$ cat src/rtl/wb_trace_buffer_pkg.sv
// Shared widths and the default trace entry layout for the writeback trace buffer.
// Ports: none (package).
package wb_trace_pkg;

    localparam int REG_W           = 5;
    localparam int DATA_W          = 32;
    localparam int DROP_W          = 16;
    localparam int CYCLE_W_DEFAULT = 16;

    // Default entry layout. Instances with a different CYCLE_W declare a
    // matching local struct and hand it to the FIFO as its entry type.
    typedef struct packed {
        logic [CYCLE_W_DEFAULT-1:0] cycle;
        logic [REG_W-1:0]           rd;
        logic [DATA_W-1:0]          data;
    } trace_entry_t;

    // Increment that sticks at all-ones instead of wrapping.
    function automatic logic [DROP_W-1:0] sat_inc(input logic [DROP_W-1:0] v);
        return (v == '1) ? v : v + DROP_W'(1);
    endfunction

endpackage

$ cat src/rtl/wb_trace_buffer_if.sv
// Valid/ready trace stream carrying the head entry of the trace FIFO.
// master: the trace buffer (drives out_valid/out_cycle/out_reg/out_data, reads out_ready)
// slave : the drain (UART, debug port) that consumes entries.
interface wb_trace_buffer_if
    import wb_trace_pkg::*;
#(
    parameter int CYCLE_W = CYCLE_W_DEFAULT
);
    logic               out_valid;
    logic               out_ready;
    logic [CYCLE_W-1:0] out_cycle;
    logic [REG_W-1:0]   out_reg;
    logic [DATA_W-1:0]  out_data;

    modport master (output out_valid, out_cycle, out_reg, out_data, input out_ready);
    modport slave  (input out_valid, out_cycle, out_reg, out_data, output out_ready);
endinterface

$ cat src/rtl/wb_trace_buffer_sync_fifo.sv
// Synchronous first-word-fall-through FIFO of generic entries.
// Ports: clock, reset (async active-low), flush_i (sync clear), push_i/entry_i,
//        pop_i, head_o (entry at read pointer), full_o, empty_o, count_o.
// A push while full is accepted only when a pop happens on the same edge;
// a pop while empty is ignored.
module sync_fifo
    import wb_trace_pkg::*;
#(
    parameter int  DEPTH   = 16,
    parameter type entry_t = trace_entry_t
) (
    input  logic                 clock,
    input  logic                 reset,
    input  logic                 flush_i,
    input  logic                 push_i,
    input  entry_t               entry_i,
    input  logic                 pop_i,
    output entry_t               head_o,
    output logic                 full_o,
    output logic                 empty_o,
    output logic [$clog2(DEPTH):0] count_o
);
    localparam int AW    = $clog2(DEPTH);
    localparam int CNT_W = AW + 1;

    entry_t             mem_q [DEPTH];
    logic [AW-1:0]      wr_ptr_q, wr_ptr_d;
    logic [AW-1:0]      rd_ptr_q, rd_ptr_d;
    logic [CNT_W-1:0]   count_q, count_d;
    logic               do_push, do_pop;

    assign full_o  = (count_q == CNT_W'(DEPTH));
    assign empty_o = (count_q == '0);
    assign do_pop  = pop_i & ~empty_o;
    assign do_push = push_i & (~full_o | do_pop);

    // NOTE: every variable gets a default at the top of an always_comb so no
    // path leaves it unassigned; otherwise synthesis infers a latch.
    always_comb begin
        wr_ptr_d = wr_ptr_q;
        rd_ptr_d = rd_ptr_q;
        count_d  = count_q;
        if (flush_i) begin
            wr_ptr_d = '0;
            rd_ptr_d = '0;
            count_d  = '0;
        end else begin
            // Power-of-two depth: pointers wrap for free.
            if (do_push) wr_ptr_d = wr_ptr_q + AW'(1);
            if (do_pop)  rd_ptr_d = rd_ptr_q + AW'(1);
            case ({do_push, do_pop})
                2'b10:   count_d = count_q + CNT_W'(1);
                2'b01:   count_d = count_q - CNT_W'(1);
                default: count_d = count_q;
            endcase
        end
    end

    // NOTE: sequential state uses non-blocking assignments so every flop
    // samples pre-edge values regardless of block evaluation order.
    always_ff @(posedge clock or negedge reset) begin
        if (!reset) begin
            wr_ptr_q <= '0;
            rd_ptr_q <= '0;
            count_q  <= '0;
        end else begin
            wr_ptr_q <= wr_ptr_d;
            rd_ptr_q <= rd_ptr_d;
            count_q  <= count_d;
        end
    end

    // NOTE: storage is deliberately left unreset; validity comes from count_q,
    // and a reset here would turn the array into flops with reset muxes.
    always_ff @(posedge clock) begin
        if (do_push && !flush_i) mem_q[wr_ptr_q] <= entry_i;
    end

    assign head_o  = mem_q[rd_ptr_q];
    assign count_o = count_q;

endmodule

$ cat src/rtl/wb_trace_buffer.sv
// Writeback trace buffer: stamps every committed non-r0 register write with a
// free-running cycle count and queues it for a valid/ready drain.
// Ports: clock, reset (async active-low), enable (capture + counter enable),
//        clear (sync flush), ctrl_writeEnable/ctrl_writeReg/data_writeReg
//        (regfile write port), trace (stream master), count (occupancy),
//        overflow (sticky drop flag), drop_count (saturating drop counter).
module wb_trace_buffer
    import wb_trace_pkg::*;
#(
    parameter int DEPTH   = 16,
    parameter int CYCLE_W = CYCLE_W_DEFAULT
) (
    input  logic                   clock,
    input  logic                   reset,
    input  logic                   enable,
    input  logic                   clear,
    input  logic                   ctrl_writeEnable,
    input  logic [REG_W-1:0]       ctrl_writeReg,
    input  logic [DATA_W-1:0]      data_writeReg,
    wb_trace_buffer_if.master      trace,
    output logic [$clog2(DEPTH):0] count,
    output logic                   overflow,
    output logic [DROP_W-1:0]      drop_count
);
    typedef struct packed {
        logic [CYCLE_W-1:0] cycle;
        logic [REG_W-1:0]   rd;
        logic [DATA_W-1:0]  data;
    } entry_t;

    logic [CYCLE_W-1:0] cycle_q, cycle_d;
    logic               overflow_q, overflow_d;
    logic [DROP_W-1:0]  drop_q, drop_d;
    logic               capture, push, pop, drop;
    logic               fifo_full, fifo_empty;
    entry_t             push_entry, head;

    assign capture    = enable & ctrl_writeEnable & (ctrl_writeReg != '0);
    assign push       = capture & ~clear;
    assign pop        = trace.out_valid & trace.out_ready;
    // Dropped only when full and no same-edge pop frees a slot.
    assign drop       = push & fifo_full & ~pop;
    assign push_entry = '{cycle: cycle_q, rd: ctrl_writeReg, data: data_writeReg};

    sync_fifo #(
        .DEPTH   (DEPTH),
        .entry_t (entry_t)
    ) u_fifo (
        .clock   (clock),
        .reset   (reset),
        .flush_i (clear),
        .push_i  (push),
        .entry_i (push_entry),
        .pop_i   (pop),
        .head_o  (head),
        .full_o  (fifo_full),
        .empty_o (fifo_empty),
        .count_o (count)
    );

    always_comb begin
        cycle_d    = cycle_q;
        overflow_d = overflow_q;
        drop_d     = drop_q;
        if (clear) begin
            cycle_d    = '0;
            overflow_d = 1'b0;
            drop_d     = '0;
        end else begin
            if (enable) cycle_d = cycle_q + CYCLE_W'(1);
            if (drop) begin
                overflow_d = 1'b1;
                drop_d     = sat_inc(drop_q);
            end
        end
    end

    always_ff @(posedge clock or negedge reset) begin
        if (!reset) begin
            cycle_q    <= '0;
            overflow_q <= 1'b0;
            drop_q     <= '0;
        end else begin
            cycle_q    <= cycle_d;
            overflow_q <= overflow_d;
            drop_q     <= drop_d;
        end
    end

    // Head fields are gated by validity so an empty or reset buffer shows zeros
    // rather than stale, unreset storage contents.
    assign trace.out_valid = ~fifo_empty;
    assign trace.out_cycle = fifo_empty ? '0 : head.cycle;
    assign trace.out_reg   = fifo_empty ? '0 : head.rd;
    assign trace.out_data  = fifo_empty ? '0 : head.data;
    assign overflow        = overflow_q;
    assign drop_count      = drop_q;

endmodule
$ cat src/flat_wrapper.sv
// flat-port wrapper written by rule: the top's interface ports become plain ports
module wb_trace_buffer_flat import wb_trace_pkg::*;
#(
    parameter int DEPTH   = 16,
    parameter int CYCLE_W = CYCLE_W_DEFAULT
)
  (clock, reset, enable, clear, ctrl_writeEnable, ctrl_writeReg, data_writeReg, count, overflow, drop_count, trace_out_valid, trace_out_cycle, trace_out_reg, trace_out_data, trace_out_ready);
  wb_trace_buffer_if #(.CYCLE_W(CYCLE_W)) trace_i ();
  input  logic clock;
  input  logic reset;
  input  logic enable;
  input  logic clear;
  input  logic ctrl_writeEnable;
  input  logic [REG_W-1:0] ctrl_writeReg;
  input  logic [DATA_W-1:0] data_writeReg;
  output logic [$clog2(DEPTH):0] count;
  output logic overflow;
  output logic [DROP_W-1:0] drop_count;
  output wire logic [$bits(trace_i.out_valid)-1:0] trace_out_valid;
  output wire logic [$bits(trace_i.out_cycle)-1:0] trace_out_cycle;
  output wire logic [$bits(trace_i.out_reg)-1:0] trace_out_reg;
  output wire logic [$bits(trace_i.out_data)-1:0] trace_out_data;
  input wire logic [$bits(trace_i.out_ready)-1:0] trace_out_ready;
  assign trace_out_valid = trace_i.out_valid;
  assign trace_out_cycle = trace_i.out_cycle;
  assign trace_out_reg = trace_i.out_reg;
  assign trace_out_data = trace_i.out_data;
  assign trace_i.out_ready = trace_out_ready;
  wb_trace_buffer #(.DEPTH(DEPTH), .CYCLE_W(CYCLE_W)) u_core (.clock(clock), .reset(reset), .enable(enable), .clear(clear), .ctrl_writeEnable(ctrl_writeEnable), .ctrl_writeReg(ctrl_writeReg), .data_writeReg(data_writeReg), .trace(trace_i), .count(count), .overflow(overflow), .drop_count(drop_count));
endmodule
$ cat config.mk
export PLATFORM = sky130hd
export DESIGN_NAME = wb_trace_buffer_flat
export DESIGN_NICKNAME = d
export VERILOG_FILES = /design/src/rtl/wb_trace_buffer_pkg.sv /design/src/rtl/wb_trace_buffer_if.sv /design/src/rtl/wb_trace_buffer_sync_fifo.sv /design/src/rtl/wb_trace_buffer.sv /design/src/flat_wrapper.sv
export SDC_FILE = /design/constraint.sdc
export NUM_CORES = 1
export LEC_CHECK = 0
export ABC_AREA = 1
export BUFFER_PORTS_ARGS = -buffer_cell sky130_fd_sc_hd__clkbuf_2
export CAP_MARGIN = 40
export CORE_MARGIN = 1.5
export CORE_UTILIZATION = 35
export CTS_BUF_LIST = sky130_fd_sc_hd__clkbuf_4 sky130_fd_sc_hd__clkbuf_8 sky130_fd_sc_hd__clkbuf_16
export CTS_CLUSTER_DIAMETER = 150
export DETAILED_ROUTE_END_ITERATION = 8
export PLACE_DENSITY = 0.57
export SETUP_SLACK_MARGIN = 0.3
export SYNTH_ARGS = -nofsm -noshare
export SYNTH_HDL_FRONTEND = slang
export SYNTH_SLANG_ARGS = --single-unit
$ cat constraint.sdc
create_clock -name clock -period 3.45 [get_ports clock]
set_input_delay 1.035 -clock clock [delete_from_list [all_inputs] [get_ports clock]]
set_output_delay 1.035 -clock clock [all_outputs]
set_load 0.005 [all_outputs]
==> run_results.csv <==
group,metric,value,unit
power,p_total,27.0,mW
synth,synthCells,3029,
run_status,status,"complete, but fails checks",
cts,clk_latency,0.66,ns
worst_setup_path,cp-end-kind,"output pin",
route,routed_wl,109000,µm
floorplan,num_rows,118,
synth,syn_nets,3084,
route,routedWlPerCell,23.1,µm
worst_setup_path,rrSetupSlack,0.78,ns
timing,period_needed,3.58,ns
worst_setup_path,max_stage_delay,0.52,ns
worst_setup_path,arrival,2.54,ns
placed_design,port_buffers,118,
placed_design,pre_cts_ws,0.239,ns
worst_setup_path,critical_path_class,"reg -> out",
run_status,violations,"setup timing",
global_routing,grt_max_degree,56,
synth,syn_avg_cell_area,12.1,µm²
route,ant_nets,0,
synth,syn_area,36600,µm²
global_routing,gr-total-overflow,0,
synth,seq_area_frac_synth,0.728,
floorplan,io_pins,119,
placed_design,dp_cells,4457,
timing,skew,0.0193,ns
timing,finalSetupTns,-1.71,ns
worst_setup_path,crit_chain,"buf_12 -> clkinv_16 -> buf_16 -> bufbuf_16 -> o21ai_0 -> nand3_1 -> nand3_2 -> a21oi_4 -> clkbuf_2",
final_layout,final_cells,4722,
global_routing,grt_use_total,0.197,
global_routing,antenna_found_initial,5,
timing,fin_crit_sh,1.04,
floorplan,core_area,103000,µm²
timing,setup_viol,36,
final_layout,n_fill_cell,9345,
cts,path_clk_slew,0.06,ns
worst_setup_path,cp_num_buf_inv,5,
synth,ys.warnings.count,0,
route,vias,25000,
final_layout,final_layout_size_suffix_gt1_frac,0.180,
timing,tightest_slew,0.850,ns
global_routing,grt_pass1_vias,23900,
cts,cts_tree,"built",
timing,rsz0062_at_grt,"true",
synth,synthMuxAreaShare,0,
synth,synth_top_area_share,0.696,
global_routing,grt_pass1_wl,157000,µm
route,post-route-drc-count,0,
timing,drv_slew,0,
cts,cts_root_buf,"clkbuf_16",
placed_design,dp_hpwl,51400,µm
route,first_pass_iters,8,
timing,fmax,280,MHz
hold_path,min_path_type,"in -> async",
synth,ys_top_cells_by_area,"edfxtp_1 70%, nor2_1 7.8%, o21ai_0 5.4%",
worst_setup_path,critPathMaxFanout,8,
synth,ys_types,39,
synth,synthSimpleGateAreaFrac,0.147,
cts,htreeDepth,3,
worst_setup_path,path_delay_family,"buffers and inverters",
floorplan,die-area,106000,µm²
worst_setup_path,cp.required,2.41,ns
synth,synth_compound_area_frac,0.0842,
timing,relSlewSlack,0.432,
synth,synth_top_family_by_area,"simple AND/OR/NAND/NOR gates",
cts,cts.path.max_buffers,3,
final_layout,syn_to_final_growth,23.3,%
power,p_leak,15.7,nW
power,powerDensity,598,nW/µm²
synth,yosysTopAreaCell,"edfxtp_1",
cts,clock_sinks,894,
final_layout,final_nets,3317,
cts,cts_buffers,96,
worst_setup_path,cp_slowest_cell,"dfrtp_4",
route,via_per_inst,5.28,
timing,worst_slack,-0.126,ns
timing,timing_hold_violations_final,0,
floorplan,die_y,326,µm
synth,yosys.area_share.xor_xnor,0.00263,
floorplan,initial_core_util,0.353,
placed_design,place_congestion,0.762,
power,ir_worst_vdd,0.351,mV
worst_setup_path,crit_path_start_kind,"flop",
flow_run,cap_violations,0,
synth,ys_ff_latch,894,
route,drtIter0Drc,2704,
floorplan,chipWidth,326,µm
synth,synth_fa_ha_area_frac,0.00431,
## cells in the mapped netlist
cell type  number
nor2_4          2
nand2_1       244
o211ai_1       84
nor2_1        762
nand2_2         5
nand4_1        19
fa_1            1
a21oi_4         1
o22ai_1         1
edfxtp_1      848
nor2_2          1
clkbuf_1       65
inv_1          39
dfrtp_1        46
or2_2           1
nor2_8          1
buf_6          34
xnor2_1         1
ha_1           11
a31oi_1         1
buf_1          28
o21ai_1        18
o21ai_0       393
nor3_1          7
buf_4          12
o21bai_1        1
o21a_1          2
xor2_1         10
o221a_2         1
nor3_2          1
nand2_4         1
nand3_1       264
and2_1          3
nor3b_1         1
inv_2           7
a31o_2          1
clkbuf_2        2
buf_2          46
a21oi_1        64
## logic make-up after synthesis
kind of cell    after synthesis
flops                       894
simple gates               1312
compound gates              567
xor+xnor                     11
fa+ha+maj                    12
buf+inv                     233
## area by class of cell
class	instances	area, µm²	share of cell area
clock inverter	56	490	0.0109
antenna	2	5.00	0.000111
timing repair buffer	315	4040	0.0895
multi-input combinational	1902	9230	0.205
timing repair inverter	7	136	0.00302
inverter	46	224	0.00497
clock buffer	120	2620	0.0582
sequential	894	26600	0.590
tap	1380	1730	0.0383
## metal layers
| layer | vias up | GRT usage | wire (µm) |
|---|---|---|---|
| met1 | 12600 | 0.273 | 47300 |
| met5 | - | 0 | 43 |
| li1 | 11300 | - | - |
| met3 | 165 | 0.0279 | 7060 |
| met2 | 893 | 0.321 | 52300 |
| met4 | 6 | 0.0597 | 2490 |
## placed cells by master (no fill, tap or decap), types with 21 or more instances in the layout
master     netlist  routed
a21oi_2          0      41
buf_12           0      60
buf_16           0      33
buf_4           12      60
clkbuf_16        0     115
clkbuf_2         2     102
clkbuf_4         0      21
clkinv_1         0      25
dfrtp_1         46      42
edfxtp_1       848     848
inv_1           39      39
nand2_1        244     240
nand3_1        264     249
nor2_1         762     732
o211ai_1        84      84
o21ai_0        393     330
o21ai_1         18      78
## stage by stage
step | hold WS (ns) | util | cell area (µm²)
finish | 0.200 | 0.436 | 45100
global route | 0.182 | 0.436 | 45100
CTS | 0.170 | 0.427 | 44200
detailed placement | 0.484 | 0.382 | 39500
global placement | 0.478 | 0.382 | 39500
floorplan | 0.474 | - | 36600
## report_power, final
group / switching (mW) / internal (mW)
clock network: 4.23 / 5.98
registers: 0.0607 / 11.9
logic: 2.92 / 1.87
## sequential cells by signal (all words and copies together) (netlist names)
name	cells
u_core.cycle_q	16
u_core.drop_count	16
u_core.overflow	1
u_core.u_fifo.count_o	5
u_core.u_fifo.mem_q	848
u_core.u_fifo.rd_ptr_q	4
u_core.u_fifo.wr_ptr_q	4
## what timing repair did
action / 4_1_cts / 5_1_grt
gates resized for setup: 136 / 156
hold buffers: 0 / 0
pin swaps: 19 / 58
buffers inserted: 21 / 17
setup endpoints to repair: 53 / 53
cloned: 29 / 20
## final timing paths
kind,to,startpoint,cells past startpoint
max in group asynchronous,u_core.drop_count[10]$_DFFE_PN0P_,reset,2
hold reg to reg,u_core.overflow$_DFFE_PN0P_,u_core.overflow$_DFFE_PN0P_,2
setup reg to reg,u_core.u_fifo.count_o[4]$_DFFE_PN0P_,u_core.u_fifo.count_o[0]$_DFFE_PN0P_,17
setup / recovery,trace_out_cycle[14],u_core.u_fifo.rd_ptr_q[0]$_DFFE_PN0P_,9
hold / removal,u_core.u_fifo.count_o[0]$_DFFE_PN0P_,reset,1
min in group clock,u_core.overflow$_DFFE_PN0P_,u_core.overflow$_DFFE_PN0P_,2
Power figures use the tool's default switching activity.
